## src/rtl/lmsm_sequencer_pkg.sv

```systemverilog
// Shared constants and state encoding for the LM/SM decode-stage sequencer.
package lmsm_sequencer_pkg;

  localparam int          REG_LIST_W = 8;
  localparam logic [3:0]  OPC_LM     = 4'b0110;
  localparam logic [3:0]  OPC_SM     = 4'b0111;
  localparam logic [15:0] NOP_IR     = 16'hF000;

  typedef enum logic {
    IDLE = 1'b0,
    SEQ  = 1'b1
  } seqState_t;

  function automatic logic isMultOp(input logic [15:0] ir);
    return (ir[15:12] == OPC_LM) || (ir[15:12] == OPC_SM);
  endfunction

endpackage

```

## src/rtl/lmsm_sequencer_lowest_bit_enc.sv

```systemverilog
// Lowest-set-bit priority encoder: index of the lowest set bit, the list with
// that bit cleared, and whether any bit is set. Purely combinational.
module lowest_bit_enc
  import lmsm_sequencer_pkg::*;
(
  input  logic [REG_LIST_W-1:0] vec,
  output logic [2:0]            idx,
  output logic [REG_LIST_W-1:0] rest,
  output logic                  any
);

  always_comb begin
    idx = '0;
    // Scanning downward lets the lowest set bit win the final assignment.
    for (int i = REG_LIST_W - 1; i >= 0; i--) begin
      if (vec[i]) idx = 3'(i);
    end
  end

  assign rest = vec & (vec - REG_LIST_W'(1));
  assign any  = |vec;

endmodule

```

## src/rtl/lmsm_sequencer.sv

```systemverilog
// Expands LM/SM register lists into one micro-op per selected register, freezing
// PC/pipeline register 1 until the list drains. Build option: LMSM_EMPTY_NOP_EN
// turns an empty-list LM/SM into a bubble via insert_nop.
module lmsm_sequencer
  import lmsm_sequencer_pkg::*;
(
  input  logic        clk,
  input  logic        reset,
  input  logic [15:0] IR_in,
  input  logic        stall,
  input  logic        flush,
  output logic        modify_ir,
  output logic [2:0]  modify_pr2_ra,
  output logic        first_multiple,
  output logic        pr1_hold,
  output logic        insert_nop,
  output logic        busy
);

  seqState_t             state, stateNext;
  logic [REG_LIST_W-1:0] mask, maskNext;
  logic [REG_LIST_W-1:0] workList, restList;
  logic [2:0]            curIdx;
  logic                  anyBit;
  logic                  isMult;
  logic                  unusedIrBits;

  assign isMult       = isMultOp(IR_in);
  assign workList     = (state == SEQ) ? mask : IR_in[REG_LIST_W-1:0];
  assign unusedIrBits = ^IR_in[11:REG_LIST_W];

  lowest_bit_enc uEnc (
    .vec  (workList),
    .idx  (curIdx),
    .rest (restList),
    .any  (anyBit)
  );

  // NOTE: state registers use non-blocking assignments so every flop samples
  // pre-edge values; the mask is real state and must be reset with it.
  always_ff @(posedge clk or negedge reset) begin
    if (!reset) begin
      state <= IDLE;
      mask  <= '0;
    end else begin
      state <= stateNext;
      mask  <= maskNext;
    end
  end

  always_comb begin
    // NOTE: every output and next-state value gets a default first so no
    // path through this block can infer a latch.
    stateNext      = state;
    maskNext       = mask;
    modify_ir      = 1'b0;
    modify_pr2_ra  = '0;
    first_multiple = 1'b0;
    pr1_hold       = 1'b0;
    insert_nop     = 1'b0;
    busy           = (state == SEQ);

    if ((state == SEQ) || (isMult && anyBit)) begin
      modify_ir      = 1'b1;
      modify_pr2_ra  = curIdx;
      first_multiple = (state == IDLE);
      pr1_hold       = |restList;
      maskNext       = restList;
      stateNext      = (|restList) ? SEQ : IDLE;
    end else if (isMult) begin
`ifdef LMSM_EMPTY_NOP_EN
      insert_nop     = 1'b1;
`else
      first_multiple = 1'b1;
`endif
    end

    // Stall re-presents the same micro-op; flush aborts and outranks stall.
    if (stall) begin
      stateNext = state;
      maskNext  = mask;
      pr1_hold  = 1'b1;
    end
    if (flush) begin
      stateNext      = IDLE;
      maskNext       = '0;
      modify_ir      = 1'b0;
      modify_pr2_ra  = '0;
      first_multiple = 1'b0;
      pr1_hold       = 1'b0;
      insert_nop     = 1'b0;
    end

    if (!reset) begin
      modify_ir      = 1'b0;
      modify_pr2_ra  = '0;
      first_multiple = 1'b0;
      pr1_hold       = 1'b0;
      insert_nop     = 1'b0;
      busy           = 1'b0;
    end
  end

endmodule

```

## config.mk

```make
export PLATFORM = sky130hd
export DESIGN_NAME = lmsm_sequencer
export DESIGN_NICKNAME = d
export VERILOG_FILES = /design/src/rtl/lmsm_sequencer_pkg.sv /design/src/rtl/lmsm_sequencer_lowest_bit_enc.sv /design/src/rtl/lmsm_sequencer.sv
export SDC_FILE = /design/constraint.sdc
export NUM_CORES = 1
export LEC_CHECK = 0
export CAP_MARGIN = 25
export CORE_UTILIZATION = 47
export CTS_CLUSTER_SIZE = 28
export DETAILED_ROUTE_END_ITERATION = 8
export HOLD_SLACK_MARGIN = 0.05
export PLACE_DENSITY = 0.94
export SETUP_SLACK_MARGIN = 0.05
export SLEW_MARGIN = 40
export SYNTH_ARGS = -nofsm -noshare
export SYNTH_HDL_FRONTEND = slang
export SYNTH_SLANG_ARGS = --single-unit
```

## constraint.sdc

```tcl
create_clock -name clk -period 4 [get_ports clk]
set_input_delay 0.4 -clock clk [delete_from_list [all_inputs] [get_ports clk]]
set_output_delay 0.4 -clock clk [all_outputs]
set_load 0.1 [all_outputs]
```

After elaboration in Yosys (flattened, before gate mapping). Cells that the tools add are included.

Register bits: 9. Input bits: 20. Output and inout port bits: 8. Logic and storage cells: 46.

Bitwise logic cells: 2. Reduce and logical (&&, ||, !) cells: 7. Equality and inequality tests: 3. Muxes and demuxes: 31. Add/sub/neg operators: 1.

Operator list (count): 2-to-1 mux 3 bit (11); 2-to-1 mux 8 bit (4); 2-to-1 mux 1 bit (16); OR reduction 8 bit (2); AND 8 bit (1); == test 4 x 3 -> 1 bit (second input constant) (2); subtractor 8 x 1 -> 8 bit (second input constant) (1); logical OR 1 bit (2); != test 2 x 1 -> 1 bit (second input constant) (1); AND reduction 2 bit (1); nonzero test 2 bit (1); logical AND 1 bit (1); inverter 1 bit (1).

Depth between registers and ports, before layout.
Depth in word-level cells: 12. Depth in mapped cells: 7. Gate-level depth less buffers: 5.

Modules after synthesis. Synthesis repeated with hierarchy kept, for this count alone.

Cells, all modules: 108. Area, all modules: 910.9 µm².

By module, submodules not included: lmsm_sequencer (area an instance 762.0 µm², cells an instance 85, times used 1); lowest_bit_enc (area an instance 148.9 µm², cells an instance 23, times used 1).

Worst setup path after synthesis. OpenSTA, ideal clock, no wires.

Path kind: flip-flop to output port. From: register state. To: output modify_pr2_ra[0]. Buffers on the path: 3. Path slack: 69 ps. Cell stages (with the launch flop): 7. Arrival: 3531 ps. Path through: dfrtp_1 -> buf_6 -> buf_2 -> clkbuf_1 -> a211oi_1 -> o21ai_0 -> a221oi_1.

Cells in the longest elaborated chain, start to end: 12. Elaborated cells on any way between the ends: 15.

RTL lines: start, declared (RTL line lmsm_sequencer.sv:20) `seqState_t state, stateNext;`; start signal, assigned (RTL line lmsm_sequencer.sv:46) `state <= stateNext;`; 2-to-1 mux 8 bit (RTL line lmsm_sequencer.sv:29) `assign workList = (state == SEQ) ? mask : IR_in[REG_LIST_W-1:0];`; 2-to-1 mux 3 bit (8 in a row) (RTL line lmsm_sequencer_lowest_bit_enc.sv:16) `if (vec[i]) idx = 3'(i);`; 2-to-1 mux 3 bit * (RTL line lmsm_sequencer.sv:63) `if ((state == SEQ) || (isMult && anyBit)) begin`; 2-to-1 mux 3 bit * (RTL line lmsm_sequencer.sv:84) `if (flush) begin`; 2-to-1 mux 3 bit * (RTL line lmsm_sequencer.sv:94) `if (!reset) begin`; end, declared (RTL line lmsm_sequencer.sv:13) `output logic [2:0] modify_pr2_ra,`.

Every way passes the cells marked *; elsewhere a longest branch is shown, timed or not.

Worst setup path in the final report.
From: register state. To: output pr1_hold.

Cells in the longest elaborated chain, start to end: 8. Elaborated cells on any way between the ends: 11.

RTL lines: 2-to-1 mux 8 bit (RTL line lmsm_sequencer.sv:29); subtractor 8 x 1 -> 8 bit / OR reduction 8 bit (equally long branches) (RTL line lmsm_sequencer_lowest_bit_enc.sv:20, lmsm_sequencer_lowest_bit_enc.sv:21); AND 8 bit / logical AND 1 bit (equally long branches) (RTL line lmsm_sequencer_lowest_bit_enc.sv:20, lmsm_sequencer.sv:63); OR reduction 8 bit / logical OR 1 bit (equally long branches) (RTL line lmsm_sequencer.sv:67, lmsm_sequencer.sv:63); 2-to-1 mux 1 bit * (RTL line lmsm_sequencer.sv:63); 2-to-1 mux 1 bit * (RTL line lmsm_sequencer.sv:79) `if (stall) begin`; 2-to-1 mux 1 bit * (RTL line lmsm_sequencer.sv:84); 2-to-1 mux 1 bit * (RTL line lmsm_sequencer.sv:94); end, declared (RTL line lmsm_sequencer.sv:15) `output logic pr1_hold,`.

Marks and branches as above.

==> flow_summary.yaml <==
clocking:
  hold_buffers: 0
  post_cts.repair.setup_buffers: 0
  clock_latency_ns: 0.25
  path_clk_slew_ns: 0.05
  cts-root-buf: "clkbuf_4"
  clockBufferDepth: 2
  numCtsBuffers: 3
  cts_tree: "done"
  cts_sinks: 8
  htreeDepth: 1
  ctsResizeCount: 0
drt:
  wire_per_inst_um: 14.0
  firstDrtPassIters: 4
  totalWireLength_um: 1910
  drc: 0
  ant_nets: 0
  drtIter0Drc: 38
  via_per_inst: 6.15
  route.vias.total: 837
finish:
  fin_util_pct: 65.4
  nets: 142
  drive_gt1_share_pct: 13.3
  postLayoutCellArea_um2: 996
  n_antenna_cell: 0
  areaGrowthSynthToFinish_pct: 27.0
timing:
  whs_ns: 0.432
  tns_ns: 0
  rsz0062_at_grt: "false"
  drv_slew: 0
  fin_skew_ns: 0.00132
  setup_viol: 0
  final.min_clock_period_ns: 3.38
  fin_crit_sh_pct: 84.5
  final_hold_viol_count: 0
  relSlewSlack_pct: 49.5
  tightest_slew_ns: 0.756
  clock.fmax_mhz: 296
synth:
  syn_inst: 100
  postSynthAreaPerCell_um2: 7.85
  ys_seq_area_share_pct: 25.5
  yosysWarnings: 0
  synth_cell_type_count: 37
  syn_nets: 120
  ys_seq_elements: 8
  synth_ff_type: "dfrtp_1"
  synth_edf_count: 0
  syn_area_um2: 785
  async_reset_ff_share_pct: 100
critical_path:
  worstPathMaxFanout: 16
  path_delay_family: "compound AO/OA/AOI/OAI gates"
  crit_top_cell: "buf_4"
  cp_slowest_stage_delay_ns: 0.62
  path_buf_inv: 2
  cpMaxStageDelayCell: "dfrtp_1"
  crit_arrival_ns: 2.98
  required_ns: 3.60
  start_kind: "register"
  cp-end-kind: "output port"
  crit_chain: "buf_4 -> or3b_1 -> a222oi_1 -> a21oi_1 -> nor4_1 -> o21ai_0 -> buf_4"
  critPathKind: "reg -> out"
place:
  dp_hpwl_um: 1530
  port_buffers: 21
  place_area_um2: 973
  routabilityCongestion: 0.877
floorplan:
  die-area_um2: 1840
  row_count: 14
  die_height_um: 42.9
  initial_core_util_pct: 51.5
  core_area_um2: 1520
  io_pins: 28
  die_x_um: 42.9
power:
  leakagePower_nw: 0.425
  ir_drop_mv: 0.186
  fin_total_pwr_uw: 225
  power.density_nw_per_um2: 226
grt:
  grt_pass1_wl_um: 3190
  grt_overflow: 0
  grt_pass1_vias: 773
  antenna_found_initial: 0
  groute.usage.overall_pct: 23.4
  grt_max_degree: 17
job:
  drv_cap: 0
min_path:
  worstHoldPathType: "in -> async"
status:
  outcome: "finished, final reports clean"
-- cells in the mapped netlist (all sizes together) (2+ instances only) --
cell type | number | share of area (%)
nand2 | 6 | 2.9
and3 | 2 | 1.6
buf | 3 | 3.0
nand2b | 2 | 1.6
nor2 | 13 | 6.2
o31ai | 2 | 1.9
a221oi | 2 | 2.2
nor2b | 2 | 1.6
nor3 | 2 | 1.3
or3 | 3 | 3.0
or3b | 2 | 2.2
mux2i | 9 | 11
inv | 8 | 3.8
a21oi | 9 | 5.7
a211oi | 5 | 5.4
dfrtp | 8 | 26
o21ai | 3 | 1.9
mux2 | 2 | 2.9
nor4 | 2 | 1.6
clkbuf | 2 | 0.96
-- routing by layer --
| layer | part of all wire, % | GRT usage [%] | wire (µm) | up-vias |
|---|---|---|---|---|
| met3 | 6.8 | 2.98 | 129 | 4 |
| met1 | 42 | 28.3 | 795 | 391 |
| li1 | - | - | - | 407 |
| met2 | 50 | 39.7 | 956 | 35 |
| met4 | 1.3 | 12.5 | 25 | 0 |
| met5 | 0 | 0 | 0 | - |
-- where the power goes --
part / internal [mW] / switching (mW)
Clock: 0.0342 / 0.0251
Sequential: 0.0833 / 0.00356
Combinational: 0.0320 / 0.0466
Total: 0.149 / 0.0753
-- path summary, 6_finish.rpt --
kind	start	endpoint	slack (ns)	depth (start not counted)
setup / recovery	state	pr1_hold	0.62	7
hold / removal	reset	mask[5]	0.43	1
setup reg to reg	state	mask[2]	1.35	6
hold reg to reg	mask[3]	mask[3]	0.59	1
max in group asynchronous	reset	state	3.30	1
min in group clk	mask[3]	mask[3]	0.59	1
-- logic make-up after synthesis --
kind of cell,after synthesis,share of synthesized area (%)
AND/OR/NAND/NOR,40,27.8
other,1,0.478
adder cells (fa/ha/maj),1,1.28
multiplexers,11,14.4
buffers and inverters,13,7.82
flip-flops,8,25.5
AO/OA/AOI/OAI,26,22.8
-- cell type report --
| class | instances | area, µm² |
|---|---|---|
| clock buffer | 3 | 22.5 |
| inverter | 8 | 30.0 |
| sequential | 8 | 200 |
| timing repair buffer | 22 | 200 |
| multi-input combinational | 79 | 523 |
| tap | 16 | 20.0 |
| fill | 131 | 528 |
-- through the flow --
step / instances / setup WS (ns)
finish: 136 / 0.619
global route: 136 / 0.443
floorplan: 100 / 0.0687
CTS: 136 / 0.617
detailed placement: 133 / 0.741
global placement: 133 / 0.782
-- placed cells by master (no fill, tap or decap), drive strengths merged, types with 2 or more instances in the layout --
master / synthesis / final
a221oi: 2 / 2
clkdlybuf4s50: 0 / 14
inv: 8 / 8
a21oi: 9 / 9
clkbuf: 2 / 3
nor2b: 2 / 2
dfrtp: 8 / 8
mux2i: 9 / 9
nor2: 13 / 13
o21ai: 3 / 3
nor3: 2 / 2
nand2b: 2 / 2
and3: 2 / 2
or3: 3 / 3
nand2: 6 / 6
buf: 3 / 8
o31ai: 2 / 2
a211oi: 5 / 5
or3b: 2 / 2
nor4: 2 / 2
mux2: 2 / 2
-- state kept, by name, indices dropped and copies added, names as in the netlist --
signal	count
mask	7
state	1
Power figures use the tool's default switching activity.
